$ cat src/rtl/esc_pwm_decoder.sv
// ESC PWM receive decoder: measures synced pulse high time and recovers the 11-bit speed.
// Optional glitch filter on the synced input: define ESC_PWM_GLITCH_FILT_EN.
module esc_pwm_decoder #(
    parameter int OFFSET  = 6250,
    parameter int SCALE   = 3,
    parameter int TIMEOUT = 2097152
) (
    input  logic        clk,
    input  logic        rst,
    input  logic        pwm,
    output logic [10:0] spd,
    output logic        vld,
    output logic        err_short,
    output logic        ovr,
    output logic        lost
);

    typedef enum logic [2:0] {
        WAIT_LOW,
        IDLE,
        OFST,
        SCAL,
        DONE
    } state_t;

    localparam logic [19:0] OFS_END = 20'(OFFSET - 1);
    localparam logic [1:0]  SCL_END = 2'(SCALE - 1);
    localparam logic [21:0] TO_END  = 22'(TIMEOUT - 1);

    state_t      state;
    state_t      state_nx;
    logic        s1;
    logic        s2;
    logic        lvl;
    logic        lvl_d;
    logic        rise;
    logic        fall;
    logic [19:0] hi_cnt;
    logic [1:0]  scl_cnt;
    logic [11:0] acc;
    logic [21:0] to_cnt;
    logic        start;
    logic        short_p;
    logic        done;
    logic        tick;

    // Sync flops reset high so a line that is already high never looks like a fresh rise.
    always_ff @(posedge clk or posedge rst) begin
        if (rst) begin
            s1 <= 1'b1;
            s2 <= 1'b1;
        end else begin
            s1 <= pwm;
            s2 <= s1;
        end
    end

`ifdef ESC_PWM_GLITCH_FILT_EN
    logic [1:0] hist;
    logic       filt;

    always_comb begin
        lvl = filt;
        if (s2 && (&hist))
            lvl = 1'b1;
        else if (!s2 && !(|hist))
            lvl = 1'b0;
    end

    always_ff @(posedge clk or posedge rst) begin
        if (rst) begin
            hist <= 2'b11;
            filt <= 1'b1;
        end else begin
            hist <= {hist[0], s2};
            filt <= lvl;
        end
    end
`else
    assign lvl = s2;
`endif

    always_ff @(posedge clk or posedge rst) begin
        if (rst)
            lvl_d <= 1'b1;
        else
            lvl_d <= lvl;
    end

    assign rise = lvl & ~lvl_d;
    assign fall = ~lvl & lvl_d;

    always_ff @(posedge clk or posedge rst) begin
        if (rst)
            state <= WAIT_LOW;
        else
            state <= state_nx;
    end

    always_comb begin
        state_nx = state;
        case (state)
            WAIT_LOW: if (!lvl) state_nx = IDLE;
            IDLE:     if (rise) state_nx = OFST;
            OFST: begin
                if (fall)
                    state_nx = (hi_cnt == OFS_END) ? DONE : IDLE;
                else if (hi_cnt == OFS_END)
                    state_nx = SCAL;
            end
            SCAL:     if (fall) state_nx = DONE;
            DONE:     state_nx = rise ? OFST : IDLE;
            default:  state_nx = WAIT_LOW;
        endcase
    end

    always_comb begin
        start   = rise && (state == IDLE || state == DONE);
        short_p = (state == OFST) && fall && (hi_cnt != OFS_END);
        done    = (state == DONE);
        tick    = (state == SCAL);
    end

    // The falling-edge cycle still ticks so exactly H-OFFSET cycles are scaled.
    always_ff @(posedge clk or posedge rst) begin
        if (rst) begin
            hi_cnt  <= '0;
            scl_cnt <= '0;
            acc     <= '0;
        end else if (start) begin
            hi_cnt  <= '0;
            scl_cnt <= '0;
            acc     <= '0;
        end else if (state == OFST) begin
            hi_cnt <= hi_cnt + 20'd1;
        end else if (tick) begin
            if (scl_cnt == SCL_END) begin
                scl_cnt <= '0;
                if (!acc[11])
                    acc <= acc + 12'd1;
            end else begin
                scl_cnt <= scl_cnt + 2'd1;
            end
        end
    end

    always_ff @(posedge clk or posedge rst) begin
        if (rst) begin
            spd       <= '0;
            vld       <= 1'b0;
            ovr       <= 1'b0;
            err_short <= 1'b0;
            lost      <= 1'b0;
            to_cnt    <= '0;
        end else begin
            vld       <= done;
            ovr       <= done && acc[11];
            err_short <= short_p;
            if (done) begin
                spd    <= acc[11] ? 11'h7ff : acc[10:0];
                lost   <= 1'b0;
                to_cnt <= '0;
            end else begin
                if (!(&to_cnt))
                    to_cnt <= to_cnt + 22'd1;
                if (to_cnt == TO_END) begin
                    lost <= 1'b1;
                    spd  <= '0;
                end
            end
        end
    end

endmodule
$ cat config.mk
export PLATFORM = sky130hd
export DESIGN_NAME = esc_pwm_decoder
export DESIGN_NICKNAME = d
export VERILOG_FILES = /design/src/rtl/esc_pwm_decoder.sv
export SDC_FILE = /design/constraint.sdc
export NUM_CORES = 1
export LEC_CHECK = 0
export ABC_AREA = 1
export BUFFER_PORTS_ARGS = -buffer_cell sky130_fd_sc_hd__buf_2
export CAP_MARGIN = 25
export CORE_ASPECT_RATIO = 1.25
export CORE_MARGIN = 4
export CORE_UTILIZATION = 62
export DETAILED_ROUTE_END_ITERATION = 7
export PLACE_DENSITY = 0.87
export SLEW_MARGIN = 0
export SYNTH_ARGS = -nofsm -noshare
export SYNTH_HDL_FRONTEND = slang
export SYNTH_SLANG_ARGS = --single-unit
$ cat constraint.sdc
create_clock -name clk -period 2.75 [get_ports clk]
set_input_delay 0.55 -clock clk [delete_from_list [all_inputs] [get_ports clk]]
set_output_delay 0.55 -clock clk [all_outputs]
set_load 0.005 [all_outputs]
==> results.yml <==
finish:
  nets: 613
  syn_to_final_growth_pct: 8.03
  layout.cells.non_filler: 698
  final_util: 0.701
  final_area_sq_um: 4660
  antenna_cells: 0
  fillers: 533
  final_cell_mix: "nand2_1 (168), dfrtp_1 (74), nor2_1 (71)"
  drive_gt1_frac: 0.108
  layout_commonest_cell: "nand2_1"
routing:
  drt_pass1_iterations: 5
  vias_per_cell: 5.68
  wl_per_cell_microns: 13.6
  routed_wirelength_microns: 9470
  drc: 0
  drtIter0Drc: 351
  vias: 3968
  drtAntennaViolNets: 0
synthesis:
  synth_top_area_cell: "dfrtp_1"
  ys_seq_elements: 77
  synth_area_sq_um: 4320
  syn_inst: 591
  syn_area_per_cell_sq_um: 7.30
  synth_cell_type_count: 36
  yosys_warnings: 0
  seq_area_frac_synth: 0.447
  ys_top_cells_by_area: "dfrtp_1 (43%), nand2_1 (15%), nand3_1 (6.7%)"
  synth.top_cell.area_share: 0.429
  synth_nets: 598
timing:
  final.min_clock_period_ns: 2.11
  slew_headroom: 0.640
  fin_worst_skew_ns: 0.0123
  worst_pin_slew_ns: 0.540
  hold_viol: 0
  rsz0062_at_grt: "false"
  timing.final.crit_share: 0.768
  clock.fmax_mhz: 474
  timing.hold.ws_ns: 0.278
  drv_slew: 0
  setup-tns-final_ns: 0
  finalSetupViolCount: 0
clock_tree:
  cts_buffer_depth: 2
  clk_pin_slew_ns: 0.09
  cts_hold_buf: 0
  cts_buffers: 9
  htree_num_levels: 3
  cts_tree: "built"
  clk-insertion-delay-late_ns: 0.36
  cts_root_buf: "clkbuf_8"
  cts_resized: 0
  cts_setup_buffers: 0
  cts_sinks: 77
place:
  numPortBuffers: 17
  dpl.hpwl_microns: 6580
  place_area_sq_um: 4460
  dpl.cell_count: 682
  place.gp.congestion: 0.898
global_routing:
  grt_pass1_wl_microns: 16400
  overflow: 0
  grt_pass1_vias: 3899
  antenna_found_initial: 0
  grt_max_degree: 78
  grt_usage: 0.246
setup_path:
  cp_max_fo: 23
  end_kind: "flop"
  crit_required_ns: 2.98
  startpoint_type: "flop"
  cp.arrival_ns: 2.34
  crit_type: "flop to flop"
die:
  die_area_sq_um: 8370
  die_w_microns: 82.6
  num_io_pins: 18
  die_h_microns: 101
  rows: 33
  initial_utilization: 0.649
  core-area_sq_um: 6650
job:
  cap_violations: 0
pwr:
  power.leakage_uw: 0.00240
  max-vdd-ir-drop_mv: 0.395
  cellPowerDensity_nw_per_um2: 742
hold_path:
  hold_path.class: "input pin to asynchronous set/reset pin"
status:
  outcome: "finished, final reports clean"
flip-flops by register name, summed over array words and instances (netlist names):
| signal | count |
|---|---|
| err_short | 1 |
| lvl_d | 1 |
| lost | 1 |
| spd | 11 |
| vld | 1 |
| lvl | 1 |
| to_cnt | 22 |
| hi_cnt | 20 |
| ovr | 1 |
| s1 | 1 |
| state | 3 |
| scl_cnt | 2 |
| acc | 12 |
Yosys cell counts:
master,n
a21oi_1,20
a21oi_2,1
a31o_2,1
and2_1,1
and3_1,4
buf_2,6
buf_4,2
buf_6,1
clkbuf_1,6
dfrtp_1,74
dfstp_2,3
ha_1,4
inv_1,67
inv_2,3
inv_4,1
mux2i_1,1
nand2_1,168
nand2_4,1
nand3_1,58
nand3_2,2
nand3b_1,1
nand4_1,20
nor2_1,71
nor2_2,3
nor2_4,1
nor2_8,1
nor3_1,21
nor3_4,1
o211ai_1,1
o21ai_0,27
o21ai_2,5
o21bai_1,3
o31ai_1,4
o31ai_4,1
or2_2,6
xor2_1,1
cell type report:
class                   instances  area (sq um)  share of cell area
well taps                      87           109              0.0233
inverters                      71           269              0.0577
multi-input cells             428          2040               0.437
flip-flops and latches         77          1930               0.414
clock inverters                 7          80.1              0.0172
repair buffers                 19           113              0.0241
clock buffers                   9           124              0.0266
power by group:
part | switching (uW) | internal, uW | leakage [uW] | total (uW)
Combinational | 682 | 359 | 0.00127 | 1040
Clock | 465 | 432 | 0.0000973 | 897
Sequential | 200 | 1320 | 0.00103 | 1520
Total | 1350 | 2110 | 0.00240 | 3460
cells by family after synthesis:
family / after synthesis / synth area share
and+or+nand+nor: 359 / 0.369
adders and majority gates: 4 / 0.0116
DFF: 77 / 0.447
muxes: 1 / 0.00232
xor gates and xnor gates: 1 / 0.00203
buffers and inverters: 86 / 0.0806
AOI/OAI and AO/OA: 63 / 0.0875
layer usage:
metal / routed length [microns] / GRT usage / up-vias / part of all wire
met5: 0 / 0 / - / 0
met4: 248 / 0.118 / 0 / 0.026
met3: 490 / 0.0347 / 24 / 0.052
met2: 4770 / 0.440 / 150 / 0.50
met1: 3960 / 0.284 / 1850 / 0.42
li1: - / - / 1944 / -
critical path, stage by stage (launching register included):
cell and delay [ns]:
dfrtp_1 0.43, ha_1 0.32, nand3_1 0.12, inv_1 0.13, nand2_1 0.11, nor2_2 0.19
nand3_2 0.40, nand3_1 0.19, o21ai_0 0.09
worst paths after layout:
check,cells after the start,end,from,slack (ns)
worst max-delay path,8,to_cnt[1],to_cnt[0],0.64
worst min-delay path,3,state[2],rst,0.28
worst max register to register,8,to_cnt[1],to_cnt[0],0.64
worst min register to register,0,lvl,s1,0.36
max in group asynchronous,3,s1,rst,2.16
min in group clk,1,s1,pwm,0.29
per-stage QoR:
stage | total power, uW | worst slack (ns)
floorplan | 2330 | 0.238
global placement | 2510 | 0.777
detailed placement | 2560 | 0.675
CTS | 3470 | 0.655
global route | 3690 | 0.397
finish | 3460 | 0.639
Note: power is estimated with default switching activity, not from simulation.
